===== src/rtl/cmos_capture_pkg.sv =====
// Shared types and constants for the CMOS pixel capture block.
package cmos_capture_pkg;

  typedef enum logic [1:0] {
    IDLE      = 2'd0,
    WAIT_VS   = 2'd1,
    ACTIVE    = 2'd2,
    FRAME_END = 2'd3
  } cap_state_e;

  // Flag positions above the pixel field in fifo_data.
  localparam int SOL_BIT = 0;
  localparam int SOF_BIT = 1;

  localparam int BPP_MIN   = 1;
  localparam int BPP_MAX   = 4;
  localparam int DECIM_MIN = 1;
  localparam int DECIM_MAX = 16;

  localparam int POS_W = 16;

  function automatic logic in_range(input logic [POS_W-1:0] v,
                                    input logic [POS_W-1:0] lo,
                                    input logic [POS_W-1:0] hi);
    return (v >= lo) && (v <= hi);
  endfunction

endpackage


===== src/rtl/cmos_sync.sv =====
// Two-flop synchronizer with rise/fall detect on the first two stages.
module cmos_sync #(
  parameter int W = 1
) (
  input  logic         clk,
  input  logic         rst_n,
  input  logic [W-1:0] d,
  output logic [W-1:0] q,
  output logic [W-1:0] rise,
  output logic [W-1:0] fall
);

  logic [W-1:0] s1, s2;

  always_ff @(posedge clk or negedge rst_n) begin
    if (!rst_n) begin
      s1 <= '0;
      s2 <= '0;
    end else begin
      s1 <= d;
      s2 <= s1;
    end
  end

  assign q    = s1;
  assign rise = s1 & ~s2;
  assign fall = ~s1 & s2;

endmodule


===== src/rtl/cmos_pixel_capture.sv =====
// Captures a DVP-style camera stream into a FIFO with windowing, decimation
// and start-of-frame / start-of-line tagging.
module cmos_pixel_capture
  import cmos_capture_pkg::*;
#(
  parameter int DB_W          = 8,
  parameter int BYTES_PER_PIX = 2,
  parameter int H_DECIM       = 1,
  parameter int V_DECIM       = 1,
  parameter int X0            = 0,
  parameter int X1            = 639,
  parameter int Y0            = 0,
  parameter int Y1            = 479,
  parameter int CNT_W         = 16
) (
  input  logic                            clk_100,
  input  logic                            rst_n,
  input  logic                            enable,
  input  logic                            cmos_pclk,
  input  logic                            cmos_href,
  input  logic                            cmos_vsync,
  input  logic [DB_W-1:0]                 cmos_db,
  input  logic                            fifo_full,
  output logic                            fifo_wr,
  output logic [DB_W*BYTES_PER_PIX+1:0]   fifo_data,
  output logic                            frame_done,
  output logic [CNT_W-1:0]                frame_count,
  output logic [CNT_W-1:0]                drop_count,
  output logic                            busy
);

  localparam int PIX_W = DB_W * BYTES_PER_PIX;
  localparam int SW    = DB_W + 3;

  localparam logic [1:0]       BEAT_LAST = 2'(BYTES_PER_PIX - 1);
  localparam logic [3:0]       HD_LAST   = 4'(H_DECIM - 1);
  localparam logic [3:0]       VD_LAST   = 4'(V_DECIM - 1);
  localparam logic [POS_W-1:0] POS_ONE   = POS_W'(1);
  localparam logic [CNT_W-1:0] CNT_ONE   = CNT_W'(1);
  localparam logic [POS_W-1:0] X0_C = POS_W'(X0);
  localparam logic [POS_W-1:0] X1_C = POS_W'(X1);
  localparam logic [POS_W-1:0] Y0_C = POS_W'(Y0);
  localparam logic [POS_W-1:0] Y1_C = POS_W'(Y1);

  logic [SW-1:0] sq, srise, sfall;

  cmos_sync #(.W(SW)) u_sync (
    .clk  (clk_100),
    .rst_n(rst_n),
    .d    ({cmos_pclk, cmos_href, cmos_vsync, cmos_db}),
    .q    (sq),
    .rise (srise),
    .fall (sfall)
  );

  logic            pclk_rise, href_q, href_fall, vs_rise, vs_fall;
  logic [DB_W-1:0] db_q;
  logic            unused_sync;

  assign pclk_rise   = srise[SW-1];
  assign href_q      = sq[SW-2];
  assign href_fall   = sfall[SW-2];
  assign vs_rise     = srise[SW-3];
  assign vs_fall     = sfall[SW-3];
  assign db_q        = sq[DB_W-1:0];
  assign unused_sync = ^{sq[SW-1], sq[SW-3], srise[SW-2], srise[DB_W-1:0],
                         sfall[SW-1], sfall[DB_W-1:0]};

  cap_state_e state, state_nxt;
  logic       end_pend;
  logic       in_frame, frame_start, take, pix_done, keep;

  logic [1:0]       beat;
  logic [POS_W-1:0] col, line;
  logic [3:0]       hdec, vdec;
  logic [PIX_W-1:0] pix_acc, pix_shift, pix_reg;
  logic             wr_pend, sof_pend, sol_pend;

  assign in_frame    = (state == ACTIVE);
  assign frame_start = (state == WAIT_VS) && enable && vs_fall;
  assign take        = in_frame && pclk_rise && href_q;
  assign pix_done    = take && (beat == BEAT_LAST);
  assign keep        = in_range(col, X0_C, X1_C) && in_range(line, Y0_C, Y1_C) &&
                       (hdec == 4'd0) && (vdec == 4'd0);

  // First beat ends up in the top DB_W bits after BYTES_PER_PIX shifts.
  generate
    if (BYTES_PER_PIX == 1) begin : g_one
      assign pix_shift = db_q;
    end else begin : g_multi
      assign pix_shift = {pix_acc[PIX_W-DB_W-1:0], db_q};
    end
  endgenerate

  always_ff @(posedge clk_100 or negedge rst_n) begin
    if (!rst_n) state <= IDLE;
    else        state <= state_nxt;
  end

  // A pixel completing alongside the vsync rise is written before FRAME_END.
  always_comb begin
    state_nxt = state;
    case (state)
      IDLE:      if (enable) state_nxt = WAIT_VS;
      WAIT_VS:   if (!enable) state_nxt = IDLE;
                 else if (vs_fall) state_nxt = ACTIVE;
      ACTIVE:    if ((vs_rise || end_pend) && !pix_done) state_nxt = FRAME_END;
      FRAME_END: state_nxt = enable ? WAIT_VS : IDLE;
      default:   state_nxt = IDLE;
    endcase
  end

  always_ff @(posedge clk_100 or negedge rst_n) begin
    if (!rst_n)                   end_pend <= 1'b0;
    else if (!in_frame)           end_pend <= 1'b0;
    else if (vs_rise && pix_done) end_pend <= 1'b1;
  end

  always_ff @(posedge clk_100 or negedge rst_n) begin
    if (!rst_n) begin
      beat    <= '0;
      col     <= '0;
      line    <= '0;
      hdec    <= '0;
      vdec    <= '0;
      pix_acc <= '0;
    end else if (frame_start) begin
      beat <= '0;
      col  <= '0;
      line <= '0;
      hdec <= '0;
      vdec <= '0;
    end else if (in_frame) begin
      if (take) begin
        pix_acc <= pix_shift;
        beat    <= pix_done ? 2'd0 : beat + 2'd1;
      end
      if (pix_done) begin
        col  <= (col == '1) ? col : col + POS_ONE;
        hdec <= (hdec == HD_LAST) ? 4'd0 : hdec + 4'd1;
      end
      // A line end drops any partial pixel and restarts column tracking.
      if (href_fall) begin
        beat <= '0;
        col  <= '0;
        hdec <= '0;
        line <= (line == '1) ? line : line + POS_ONE;
        vdec <= (vdec == VD_LAST) ? 4'd0 : vdec + 4'd1;
      end
    end
  end

  always_ff @(posedge clk_100 or negedge rst_n) begin
    if (!rst_n) begin
      wr_pend <= 1'b0;
      pix_reg <= '0;
    end else begin
      wr_pend <= pix_done && keep;
      if (pix_done) pix_reg <= pix_shift;
    end
  end

  assign fifo_wr = wr_pend && !fifo_full;

  // Tags stay armed until a pixel actually reaches the FIFO.
  always_ff @(posedge clk_100 or negedge rst_n) begin
    if (!rst_n) begin
      sof_pend <= 1'b0;
      sol_pend <= 1'b0;
    end else begin
      if (frame_start)  sof_pend <= 1'b1;
      else if (fifo_wr) sof_pend <= 1'b0;
      if (frame_start || (in_frame && href_fall)) sol_pend <= 1'b1;
      else if (fifo_wr)                           sol_pend <= 1'b0;
    end
  end

  always_comb begin
    fifo_data                   = '0;
    fifo_data[PIX_W-1:0]        = pix_reg;
    fifo_data[PIX_W + SOF_BIT]  = sof_pend;
    fifo_data[PIX_W + SOL_BIT]  = sol_pend;
  end

  always_ff @(posedge clk_100 or negedge rst_n) begin
    if (!rst_n) begin
      drop_count  <= '0;
      frame_count <= '0;
    end else begin
      if (wr_pend && fifo_full && (drop_count != '1)) drop_count <= drop_count + CNT_ONE;
      if (state == FRAME_END) frame_count <= frame_count + CNT_ONE;
    end
  end

  assign frame_done = (state == FRAME_END);
  assign busy       = (state != IDLE);

endmodule


===== config.mk =====
export PLATFORM = sky130hd
export DESIGN_NAME = cmos_pixel_capture
export DESIGN_NICKNAME = d
export VERILOG_FILES = /design/src/rtl/cmos_capture_pkg.sv /design/src/rtl/cmos_sync.sv /design/src/rtl/cmos_pixel_capture.sv
export SDC_FILE = /design/constraint.sdc
export NUM_CORES = 1
export LEC_CHECK = 0
export BUFFER_PORTS_ARGS = -buffer_cell sky130_fd_sc_hd__buf_2
export CAP_MARGIN = 20
export CORE_ASPECT_RATIO = 1.25
export CORE_UTILIZATION = 53
export CTS_CLUSTER_DIAMETER = 120
export CTS_CLUSTER_SIZE = 28
export DETAILED_ROUTE_END_ITERATION = 8
export PLACE_DENSITY = 0.77
export SYNTH_ARGS = -nofsm -noshare
export SYNTH_HDL_FRONTEND = slang
export SYNTH_HIERARCHICAL = 1
export SYNTH_SLANG_ARGS = --single-unit

===== constraint.sdc =====
create_clock -name clk_100 -period 1.85 [get_ports clk_100]
set_input_delay 0.185 -clock clk_100 [delete_from_list [all_inputs] [get_ports clk_100]]
set_output_delay 0.185 -clock clk_100 [all_outputs]
set_load 0.02 [all_outputs]

==> reports/qor.yml <==
final.setup.tns_ns: -0.154
count_of_pins_on_the_block_boundary: 68
dr_total_vias: 4520
post-route-drc-count: 0
syn-cell-area_um2: 5470
stdcell_area_um2: 7200
clk_root_buffer_cell: "sky130_fd_sc_hd__clkbuf_16"
synth_fp_nets: 560
gp_routability_congestion: 0.883
timing.setup.critical_path_class: "flop to flop"
gr-usage-all-layers: 0.241
number_of_antenna_violations_at_the_first_check_in_global_routing: 0
clock-sinks: 118
fillCellCount: 687
final_core_utilization: 0.716
worst_slack_ns: -0.0674
initialDrtViolationCount: 344
layout-drive-gt1-share: 0.299
path_class_of_the_lowest_slack_min_delay_path: "primary input to flop"
cts.htree.levels: 4
layout.nets: 699
timing.critical_path.fanout_max: 4
wire_per_inst_um: 15.4
route.antenna.remaining_nets: 0
max_slew.worst_pin.slew_ns: 0.424
synth.avg_cell_area_um2: 10.2
placeableCoreArea_um2: 10100
r2r-start: "u_sync/q[8]"
violations_in_the_final_reports: "negative setup slack"
period_needed_ns: 1.92
num_antenna_cells: 0
die_h_um: 116
num_rows: 41
final-max-slew-violation-count: 0
post-dp-hpwl_um: 8310
fmaxAchievable_ghz: 0.522
met2_usage: 0.422
grt_util_met1: 0.287
dp.cells: 765
clkTransAtPathRegs_ns: 0.06
crit_start: "u_sync/q[8]"
use_met3: 0.0597
cts-buffers-inserted: 17
grt_most_used_layer: "met2"
timing.critical_path.from_type: "flop"
pre_cts_ws_ns: -0.0571
die_footprint_um2: 10700
cp_data_required_time_ns: 2.12
grt_max_degree: 34
worst-endpoint-arrival_ns: 2.19
detailedRoute.firstPassIterationCount: 8
worst_skew_pair.late_latency_ns: 0.42
vias_in_the_first_global_route: 4345
total_routed_length_um: 12600
die_width_um: 92.8
run_status: "complete, but fails checks"
starting_density: 0.544
irDropWorstVdd_v: 0.000694
min_period_over_period: 1.04
report.final.hold_viol_count: 0
route.detailed.vias_per_inst: 5.53
report.final.setup_viol: 4
dpl_cell_area_um2: 6290
hold_sp: "enable"
leakagePower_nw: 3.58
fin_skew_ns: 0.0129
instances_no_fill: 818
grt_setup_unrepaired: "yes"
synth_cells: 537
ys_warn_count: 6
overflow: 0
cts_max_path_buffers: 2
io_buffer_count: 67
maxCapViolations: 0
synthToLayoutAreaGrowth_pct: 31.7
slew_headroom: 0.716
cts_tree: "done"
grt_pass1_wl_um: 20100
power.density_cell_area_nw_per_um2: 1010
crit_path_end_kind: "flop"
-- critical path, cell delays in order, from the launching register on --
cell                        delay (ns)
sky130_fd_sc_hd__dfrtp_1          0.37
sky130_fd_sc_hd__and2b_2          0.21
sky130_fd_sc_hd__and4b_2          0.30
sky130_fd_sc_hd__nor4_4           0.06
sky130_fd_sc_hd__buf_4            0.16
sky130_fd_sc_hd__buf_4            0.14
sky130_fd_sc_hd__a2111oi_4        0.30
sky130_fd_sc_hd__xnor2_1          0.16
sky130_fd_sc_hd__nor2_1           0.06
-- repair_timing --
action,4_1_cts,5_1_grt
setup buffers,5,4
hold buffers,12,0
pin swaps,4,9
setup endpoints to repair,9,26
resized for setup,6,21
hold endpoints to repair,38,0
-- per-stage QoR --
stage	hold slack, ns	power [mW]
5_1_grt	0.106	7.60
4_1_cts	0.0901	7.33
2_1_floorplan	-0.111	3.63
3_5_place_dp	0.153	4.03
3_3_place_gp	0.147	3.98
6_report	0.101	7.30
-- cell type report --
class | count | area [um2] | share of cell area
Sequential cell | 118 | 2950 | 0.410
Multi-Input combinational cell | 389 | 2490 | 0.346
Timing Repair Buffer | 141 | 963 | 0.134
Clock buffer | 21 | 470 | 0.0654
Tap cell | 129 | 161 | 0.0224
Clock inverter | 11 | 123 | 0.0170
Inverter | 9 | 33.8 | 0.00469
-- routing by layer --
layer	up-vias	share of wire	routed length, um
met5	-	0	0
met4	0	0.016	204
met2	161	0.52	6620
li1	2099	-	-
met1	2233	0.41	5160
met3	27	0.051	645
-- path summary, 6_finish.rpt --
path / slack, ns / cells past startpoint / endpoint
worst max-delay path: -0.07 / 8 / col[11]
worst min-delay path: 0.10 / 2 / state[0]
worst max register to register: -0.07 / 8 / col[11]
worst min register to register: 0.38 / 0 / u_sync/s2[10]
max in group asynchronous: 1.04 / 3 / pix_reg[12]
min in group asynchronous: 0.25 / 2 / drop_count[6]
-- where the power goes --
| group | switching, mW | internal [mW] |
|---|---|---|
| Combinational | 0.517 | 0.420 |
| Clock | 1.18 | 2.09 |
| Sequential | 0.246 | 2.86 |
-- layout by cell type, fill, tap and decap left out, types with 5 or more instances in the layout --
cell type / n
sky130_fd_sc_hd__mux2i_1: 7
sky130_fd_sc_hd__dlygate4sd3_1: 12
sky130_fd_sc_hd__xor2_1: 8
sky130_fd_sc_hd__and4_1: 5
sky130_fd_sc_hd__o21ai_0: 6
sky130_fd_sc_hd__a21oi_1: 9
sky130_fd_sc_hd__inv_1: 9
sky130_fd_sc_hd__nand4_1: 19
sky130_fd_sc_hd__nand3_1: 30
sky130_fd_sc_hd__nand2_1: 115
sky130_fd_sc_hd__dfrtp_1: 117
sky130_fd_sc_hd__clkbuf_16: 17
sky130_fd_sc_hd__buf_4: 57
sky130_fd_sc_hd__nor2_1: 43
sky130_fd_sc_hd__buf_2: 66
sky130_fd_sc_hd__nor4_1: 5
sky130_fd_sc_hd__ha_1: 8
sky130_fd_sc_hd__and3_1: 9
sky130_fd_sc_hd__nor3_1: 7
sky130_fd_sc_hd__xnor2_1: 40
Note: power is estimated with default switching activity, not from simulation.
